===== config.mk =====
export PLATFORM = sky130hd
export DESIGN_NAME = clk_div_monitor
export DESIGN_NICKNAME = d
export VERILOG_FILES = /design/src/rtl/clk_div_pkg.sv /design/src/rtl/clk_div_monitor_sampler.sv /design/src/rtl/clk_div_monitor.sv
export SDC_FILE = /design/constraint.sdc
export NUM_CORES = 1
export LEC_CHECK = 0
export ABC_AREA = 0
export CAP_MARGIN = 20
export CORE_ASPECT_RATIO = 1.25
export CORE_MARGIN = 1.5
export CORE_UTILIZATION = 52
export DETAILED_ROUTE_END_ITERATION = 10
export GPL_TIMING_DRIVEN = 0
export PLACE_DENSITY_LB_ADDON = 0.08
export SETUP_SLACK_MARGIN = 0.3
export SKIP_CTS_REPAIR_TIMING = 1
export SLEW_MARGIN = 20
export SYNTH_ARGS = -nofsm -noshare
export SYNTH_HDL_FRONTEND = slang
export SYNTH_SLANG_ARGS = --single-unit

===== constraint.sdc =====
create_clock -name clk -period 2.3 [get_ports clk]
set_input_delay 0.46 -clock clk [delete_from_list [all_inputs] [get_ports clk]]
set_output_delay 0.46 -clock clk [all_outputs]
set_load 0.02 [all_outputs]

===== src/rtl/clk_div_pkg.sv =====
// Shared definitions for the clock divider family and its monitor.
package clk_div_pkg;

    // Monitor FSM states.
    typedef enum logic [1:0] {
        IDLE,
        ACQ,
        MEAS
    } mon_state_e;

    // Half-cycle counter add that sticks at max_val instead of wrapping.
    function automatic int unsigned half_sat_add(input int unsigned a,
                                                 input int unsigned b,
                                                 input int unsigned max_val);
        int unsigned s;
        s = a + b;
        return (s > max_val) ? max_val : s;
    endfunction

endpackage


===== src/rtl/clk_div_monitor_sampler.sv =====
// Samples the divided clock in both halves of clk and flags rising edges.
// Output pair (h, l) describes the previous clk period; rise_* are relative
// to the low-half sample of the period before that (prev_l).
module clk_half_sampler (
    input  logic clk,
    input  logic reset,
    input  logic div_clk_in,
    output logic h,
    output logic l,
    output logic rise_h,
    output logic rise_l
);

    logic s_neg;
    logic s_pos;
    logic h_q;
    logic prev_l;

    // Capture the clk-high-half value at the falling edge of clk.
    always_ff @(negedge clk) begin
        if (reset) begin
            s_neg <= 1'b0;
        end else begin
            s_neg <= div_clk_in;
        end
    end

    // Capture the clk-low-half value, align the high-half sample, keep prev l.
    always_ff @(posedge clk) begin
        if (reset) begin
            s_pos  <= 1'b0;
            h_q    <= 1'b0;
            prev_l <= 1'b0;
        end else begin
            s_pos  <= div_clk_in;
            h_q    <= s_neg;
            prev_l <= s_pos;
        end
    end

    // Edge decode over the ordered halves prev_l -> h -> l.
    always_comb begin
        h      = h_q;
        l      = s_pos;
        rise_h = h_q & ~prev_l;
        rise_l = ~h_q & s_pos;
    end

endmodule


===== src/rtl/clk_div_monitor.sv =====
// Measures period and high time of a divided clock in clk half-cycles,
// tracks lock and raises sticky period/duty/stuck errors.
import clk_div_pkg::*;

module clk_div_monitor #(
    parameter int unsigned EXP_PERIOD = 3,
    parameter int unsigned EXP_HIGH_H = 3,
    parameter int unsigned LOCK_COUNT = 4,
    parameter int unsigned STUCK_H    = 64,
    parameter int unsigned CNT_W      = 8
) (
    input  logic             clk,
    input  logic             reset,
    input  logic             div_clk_in,
    input  logic             en,
    input  logic             clr_err,
    output logic             meas_valid,
    output logic [CNT_W-1:0] period_h,
    output logic [CNT_W-1:0] high_h,
    output logic             locked,
    output logic             err_period,
    output logic             err_duty,
    output logic             err_stuck
);

    localparam int unsigned      CntMax     = (32'd1 << CNT_W) - 32'd1;
    localparam logic [CNT_W-1:0] ExpPeriodH = CNT_W'(2 * EXP_PERIOD);
    localparam logic [CNT_W-1:0] ExpHighH   = CNT_W'(EXP_HIGH_H);
    localparam logic [CNT_W-1:0] StuckH     = CNT_W'(STUCK_H);
    localparam logic [3:0]       LockCnt    = 4'(LOCK_COUNT);

    logic h, l, rise_h, rise_l;

    mon_state_e       state;
    logic [CNT_W-1:0] hcnt;
    logic [CNT_W-1:0] hacc;
    logic [3:0]       lock_cnt;

    logic [CNT_W-1:0] close_period, close_high;
    logic [CNT_W-1:0] acc_hcnt, acc_hacc;
    logic             stuck_hit, period_ok, high_ok;

    clk_half_sampler u_sampler (
        .clk        (clk),
        .reset      (reset),
        .div_clk_in (div_clk_in),
        .h          (h),
        .l          (l),
        .rise_h     (rise_h),
        .rise_l     (rise_l)
    );

    // Closed-period values, accumulate values and match/stuck decisions.
    always_comb begin
        close_period = hcnt;
        close_high   = hacc;
        if (rise_l) begin
            // Edge between h and l: the h half still belongs to the old period.
            close_period = CNT_W'(half_sat_add(32'(hcnt), 32'd1, CntMax));
            close_high   = CNT_W'(half_sat_add(32'(hacc), 32'(h), CntMax));
        end
        acc_hcnt  = CNT_W'(half_sat_add(32'(hcnt), 32'd2, CntMax));
        acc_hacc  = CNT_W'(half_sat_add(32'(hacc), 32'(h) + 32'(l), CntMax));
        // Fire once on crossing; saturation keeps it from re-firing.
        stuck_hit = (hcnt < StuckH) && (acc_hcnt >= StuckH);
        period_ok = (close_period == ExpPeriodH);
        high_ok   = (close_high == ExpHighH);
    end

    // Monitor FSM with registered measurement, lock and error outputs.
    always_ff @(posedge clk) begin
        if (reset) begin
            state      <= IDLE;
            hcnt       <= '0;
            hacc       <= '0;
            lock_cnt   <= '0;
            meas_valid <= 1'b0;
            period_h   <= '0;
            high_h     <= '0;
            locked     <= 1'b0;
            err_period <= 1'b0;
            err_duty   <= 1'b0;
            err_stuck  <= 1'b0;
        end else begin
            meas_valid <= 1'b0;
            // Error events below override this clear.
            if (clr_err) begin
                err_period <= 1'b0;
                err_duty   <= 1'b0;
                err_stuck  <= 1'b0;
            end
            if (!en) begin
                state    <= IDLE;
                hcnt     <= '0;
                hacc     <= '0;
                lock_cnt <= '0;
                locked   <= 1'b0;
            end else begin
                unique case (state)
                    IDLE: begin
                        state <= ACQ;
                        hcnt  <= '0;
                        hacc  <= '0;
                    end
                    ACQ, MEAS: begin
                        if (rise_h || rise_l) begin
                            state <= MEAS;
                            hcnt  <= rise_h ? CNT_W'(2) : CNT_W'(1);
                            hacc  <= (rise_h && l) ? CNT_W'(2) : CNT_W'(1);
                            if (state == MEAS) begin
                                meas_valid <= 1'b1;
                                period_h   <= close_period;
                                high_h     <= close_high;
                                if (period_ok && high_ok) begin
                                    if (lock_cnt != LockCnt) begin
                                        lock_cnt <= lock_cnt + 4'd1;
                                    end
                                    if (lock_cnt >= LockCnt - 4'd1) begin
                                        locked <= 1'b1;
                                    end
                                end else begin
                                    lock_cnt <= '0;
                                    locked   <= 1'b0;
                                    if (!period_ok) begin
                                        err_period <= 1'b1;
                                    end
                                    if (!high_ok) begin
                                        err_duty <= 1'b1;
                                    end
                                end
                            end
                        end else begin
                            hcnt <= acc_hcnt;
                            hacc <= acc_hacc;
                            if (stuck_hit) begin
                                err_stuck <= 1'b1;
                                locked    <= 1'b0;
                                lock_cnt  <= '0;
                            end
                        end
                    end
                    default: state <= IDLE;
                endcase
            end
        end
    end

endmodule


# --- Word level (Yosys, flattened, before mapping) ---
# Cells that the tools add are included.
word_totals:
  regBits: 47
  latch_bits: 0
  ramBits: 0
  mem_bits_ro: 0
  out_inout_bits: 21
  wordCells: 102
  mem_count: 0
classes:
  n_addsub: 6
  multipliers: 0
  div: 0
  n_lt_le_gt_ge: 7
  eq_ne: 9
  n_shift: 0
  n_mux: 45
  bitwise: 7
  reduce_logical: 13
op_table:
  columns: ["op", "count"]
  rows:
  - ["8-bit two-way mux", 8]
  - ["9-bit by 8-bit greater-than comparator with 1-bit output, second input constant", 4]
  - ["8-bit case mux with 2 select lines", 2]
  - ["1-bit two-way mux", 26]
  - ["4-bit two-way mux", 5]
  - ["4-bit AND reduction", 3]
  - ["8-bit by 1-bit adder with 9-bit output", 1]
  - ["8-bit by 1-bit adder with 9-bit output, second input constant", 1]
  - ["8-bit by 2-bit adder with 9-bit output", 1]
  - ["8-bit by 2-bit adder with 9-bit output, second input constant", 1]
  - ["8-bit by 2-bit equality test with 1-bit output, second input constant", 1]
  - ["8-bit by 3-bit equality test with 1-bit output, second input constant", 1]
  - ["8-bit by 7-bit greater-or-equal comparator with 1-bit output, second input constant", 1]
  - ["8-bit by 7-bit less-than comparator with 1-bit output, second input constant", 1]
  - ["2-bit two-way mux", 3]
  - ["3-bit by 2-bit inequality test with 1-bit output, second input constant", 2]
  - ["1-bit inverter", 5]
  - ["4-bit by 1-bit adder with 4-bit output, second input constant", 1]
  - ["4-bit by 2-bit greater-or-equal comparator with 1-bit output, second input constant", 1]
  - ["4-bit by 3-bit inequality test with 1-bit output, second input constant", 1]
  - ["2-bit case mux with 2 select lines", 1]
  - ["2-bit nonzero test", 2]
  - ["2-bit OR reduction", 2]
  - ["4-bit OR reduction", 1]
  - ["9 further kinds", 12]

# --- Depth between registers and ports, before layout ---
depth:
  ltp_word: 11
  mapped_depth: 9
  mapped_depth_nobuf: 8

# --- Modules after synthesis ---
# Synthesis repeated with hierarchy kept, for this count alone.
hier_totals:
  cells_unflattened: 366
  area_unflattened_um2: 2924.1
modules_own_cells:
  columns: ["mod", "n_inst", "cells_per_inst", "area_per_inst_um2"]
  rows:
  - ["clk_div_monitor", 1, 356, 2808.9]
  - ["clk_half_sampler", 1, 10, 115.1]

==> results_dict.tcl <==
set metrics [dict create \
    period_share_pct 108 \
    hold_class "reg2reg" \
    avgSynthCellArea_um2 8.13 \
    p_seq_share_pct 52.9 \
    grt_pass1_vias 2448 \
    synthToLayoutAreaGrowth_pct 31.7 \
    max_freq_mhz 403 \
    root_buffer "clkbuf_8" \
    drive_gt1_share_pct 23.7 \
    numPortBuffers 25 \
    final_nets 437 \
    antenna_found_initial 0 \
    cp-end-kind "flip-flop" \
    initial_utilization_pct 54.0 \
    num_rows 30 \
    first_pass_iters 5 \
    num_io_pins 26 \
    whs_ns 0.454 \
    cts_max_level 2 \
    yosys.area_share.simple_pct 26.1 \
    pwr-share-clk_pct 39.0 \
    grt_max_degree 15 \
    gp_congestion 0.929 \
    cts_buffer_depth 2 \
    min_period_ns 2.48 \
    hold_viol 0 \
    ys.flop_type "dfxtp_1" \
    leakage_nw 1.33 \
    rsz0062_at_grt "yes" \
    final.setup.worst_slack_ns -0.182 \
    power_density_nw_per_um2 402 \
    maxCapViolations 0 \
    grt-ovfl-total 0 \
    cts_buffers 5 \
    path_clk_slew_ns 0.09 \
    pre_cts_slack_ns -0.463 \
    synth_xor_area_share_pct 1.19 \
    antenna_left 0 \
    synth_fa_ha_area_share_pct 6.64 \
    finalMaxSlewViolations 0 \
    wl_per_cell_um 16.3 \
    vdd_drop_max_mv 0.291 \
    ys_top_cells_by_count "47 x dfxtp_1, 40 x nor2_1, 34 x a21oi_1, 31 x nand2_1" \
    die_h_um 87.1 \
    grt_pass1_wl_mm 11.8 \
    vias 2901 \
    cts_tree "built" \
    synth_top_family_by_area "compound AO/OA/AOI/OAI gates" \
    synth_nets 382 \
    die-area_um2 6120 \
    routed_wl_mm 7.88 \
    tns_ns -0.493 \
    async_reset_ff_share_pct 0 \
    yosys_warnings 0 \
    n_fill_cell 450 \
    worstPathMaxFanout 6 \
    status "complete, but fails checks" \
    synth-compound-area-share_pct 26.7 \
    p_int_mw 1.18 \
    netlist_instances 362 \
    netlist_top_cells_area "dfxtp_1 32%, ha_1 6.0%, a21oi_1 5.8%" \
    viasPerCell 6.02 \
    worst_pin_slew_ns 0.541 \
    start_kind "flip-flop" \
    relSlewSlack_pct 63.6 \
    violations "setup timing" \
    diodes 0 \
    muxShareOfSynthArea_pct 0.681 \
    finalPower_mw 1.56 \
    grtUsageTotal_pct 24.0 \
    ys_seq_elements 47 \
    swShare_pct 24.4 \
    pwr-share-comb_pct 8.1 \
    syn_area_um2 2940 \
    p_sw_mw 0.381 \
    coreArea_um2 5440 \
    drcViolationCount 0 \
    clock_latency_ns 0.35 \
    fin_skew_ns 0.0527 \
    ys_types 70 \
    worstSetupPathType "reg2reg" \
    die_x_um 70.3 \
    synth.top_cell.area_share_pct 32.0 \
    drt_iter0_drc 270 \
    cp.required_ns 2.53 \
    synth_top_cell_by_area "dfxtp_1" \
    synth.most_common_cell "dfxtp_1" \
    setup_violations 4 \
    synth-edff-count 0 \
    ys_seq_area_share_pct 32.0 \
    hpwl_mm 5.33 \
    clkSinkCount 47 \
    critPathArrivalTime_ns 2.72 \
]
==> kinds of logic (layout without fill, tap and decap cells) <==
kind of cell,Yosys count,after routing
muxes,2,2
xor gates and xnor gates,4,4
adders and majority gates,15,15
buffers and inverters,35,91
and+or+nand+nor,148,148
AOI/OAI and AO/OA,111,111
DFF,47,47
==> through the flow <==
| stage | cells | cell area [um2] | util [%] |
|---|---|---|---|
| 6_report | 482 | 3870 | 71.2 |
| 5_1_grt | 482 | 3870 | 71.2 |
| 4_1_cts | 459 | 3420 | 62.9 |
| 3_5_place_dp | 451 | 3310 | 60.9 |
| 3_3_place_gp | 451 | 3310 | 60.9 |
| 2_1_floorplan | 362 | 2980 | - |
==> critical path: stages, from the launching register on <==
cell and delay [ns]:
dfxtp_1 0.51, ha_4 0.21, nand3b_1 0.14, buf_6 0.17, nand4bb_1 0.18, a211oi_2 0.32, o2111ai_4 0.22, or4_4 0.46
a211oi_2 0.21
==> registers in the layout (all words and copies together), names as in the netlist <==
register          count
u_sampler.prev_l      1
u_sampler.s_neg       1
hacc                  8
period_h              8
u_sampler.l           1
err_period            1
lock_cnt              4
hcnt                  8
err_stuck             1
state                 2
locked                1
err_duty              1
high_h                8
u_sampler.h           1
meas_valid            1
==> power by group through the flow <==
| stage | Combinational, mW | Clock, mW | Sequential [mW] |
|---|---|---|---|
| floorplan | 0.0693 | 0.00544 | 0.843 |
| global placement | 0.0987 | 0.00544 | 0.846 |
| detailed placement | 0.0989 | 0.00544 | 0.846 |
| CTS | 0.0994 | 0.625 | 0.827 |
| global route | 0.136 | 0.649 | 0.826 |
| finish | 0.126 | 0.609 | 0.825 |
==> cells in the final DEF (no fill, tap or decap), drive strengths merged, types with 5 or more instances in the layout <==
cell,n
nand2b,5
nand3,17
nor3,7
dfxtp,47
and3,8
a211oi,12
nor4,6
a21oi,34
or3,6
clkbuf,15
o21ai,19
inv,12
buf,38
clkdlybuf4s50,23
nor2,41
nand4,6
nor2b,8
ha,14
nand2,32
==> routing by layer <==
layer | vias up | wire (um) | GRT usage [%] | part of all wire (%)
li1 | 1439 | - | - | -
met1 | 1360 | 3410 | 30.6 | 43
met2 | 88 | 3960 | 41.1 | 50
met3 | 14 | 341 | 3.13 | 4.3
met4 | 0 | 161 | 9.27 | 2.0
met5 | - | 0 | 0 | 0
==> layout make-up <==
| cell class | instances | area [um2] | share of cell area (%) |
|---|---|---|---|
| Clock buffer | 7 | 108 | 2.78 |
| Timing Repair Buffer | 48 | 450 | 11.6 |
| Buffer | 23 | 178 | 4.59 |
| Inverter | 11 | 41.3 | 1.07 |
| Tap cell | 64 | 80.1 | 2.07 |
| Clock inverter | 2 | 8.76 | 0.226 |
| Sequential cell | 47 | 958 | 24.7 |
| Multi-Input combinational cell | 280 | 2050 | 52.9 |
==> path summary, 6_finish.rpt <==
check | start | to | slack (ns) | cells past startpoint
setup / recovery | hacc[1] | lock_cnt[2] | -0.18 | 8
hold reg to reg | period_h[5] | period_h[5] | 0.45 | 2
setup reg to reg | hacc[1] | lock_cnt[2] | -0.18 | 8
hold / removal | period_h[5] | period_h[5] | 0.45 | 2
(Power assumes the default switching activity.)
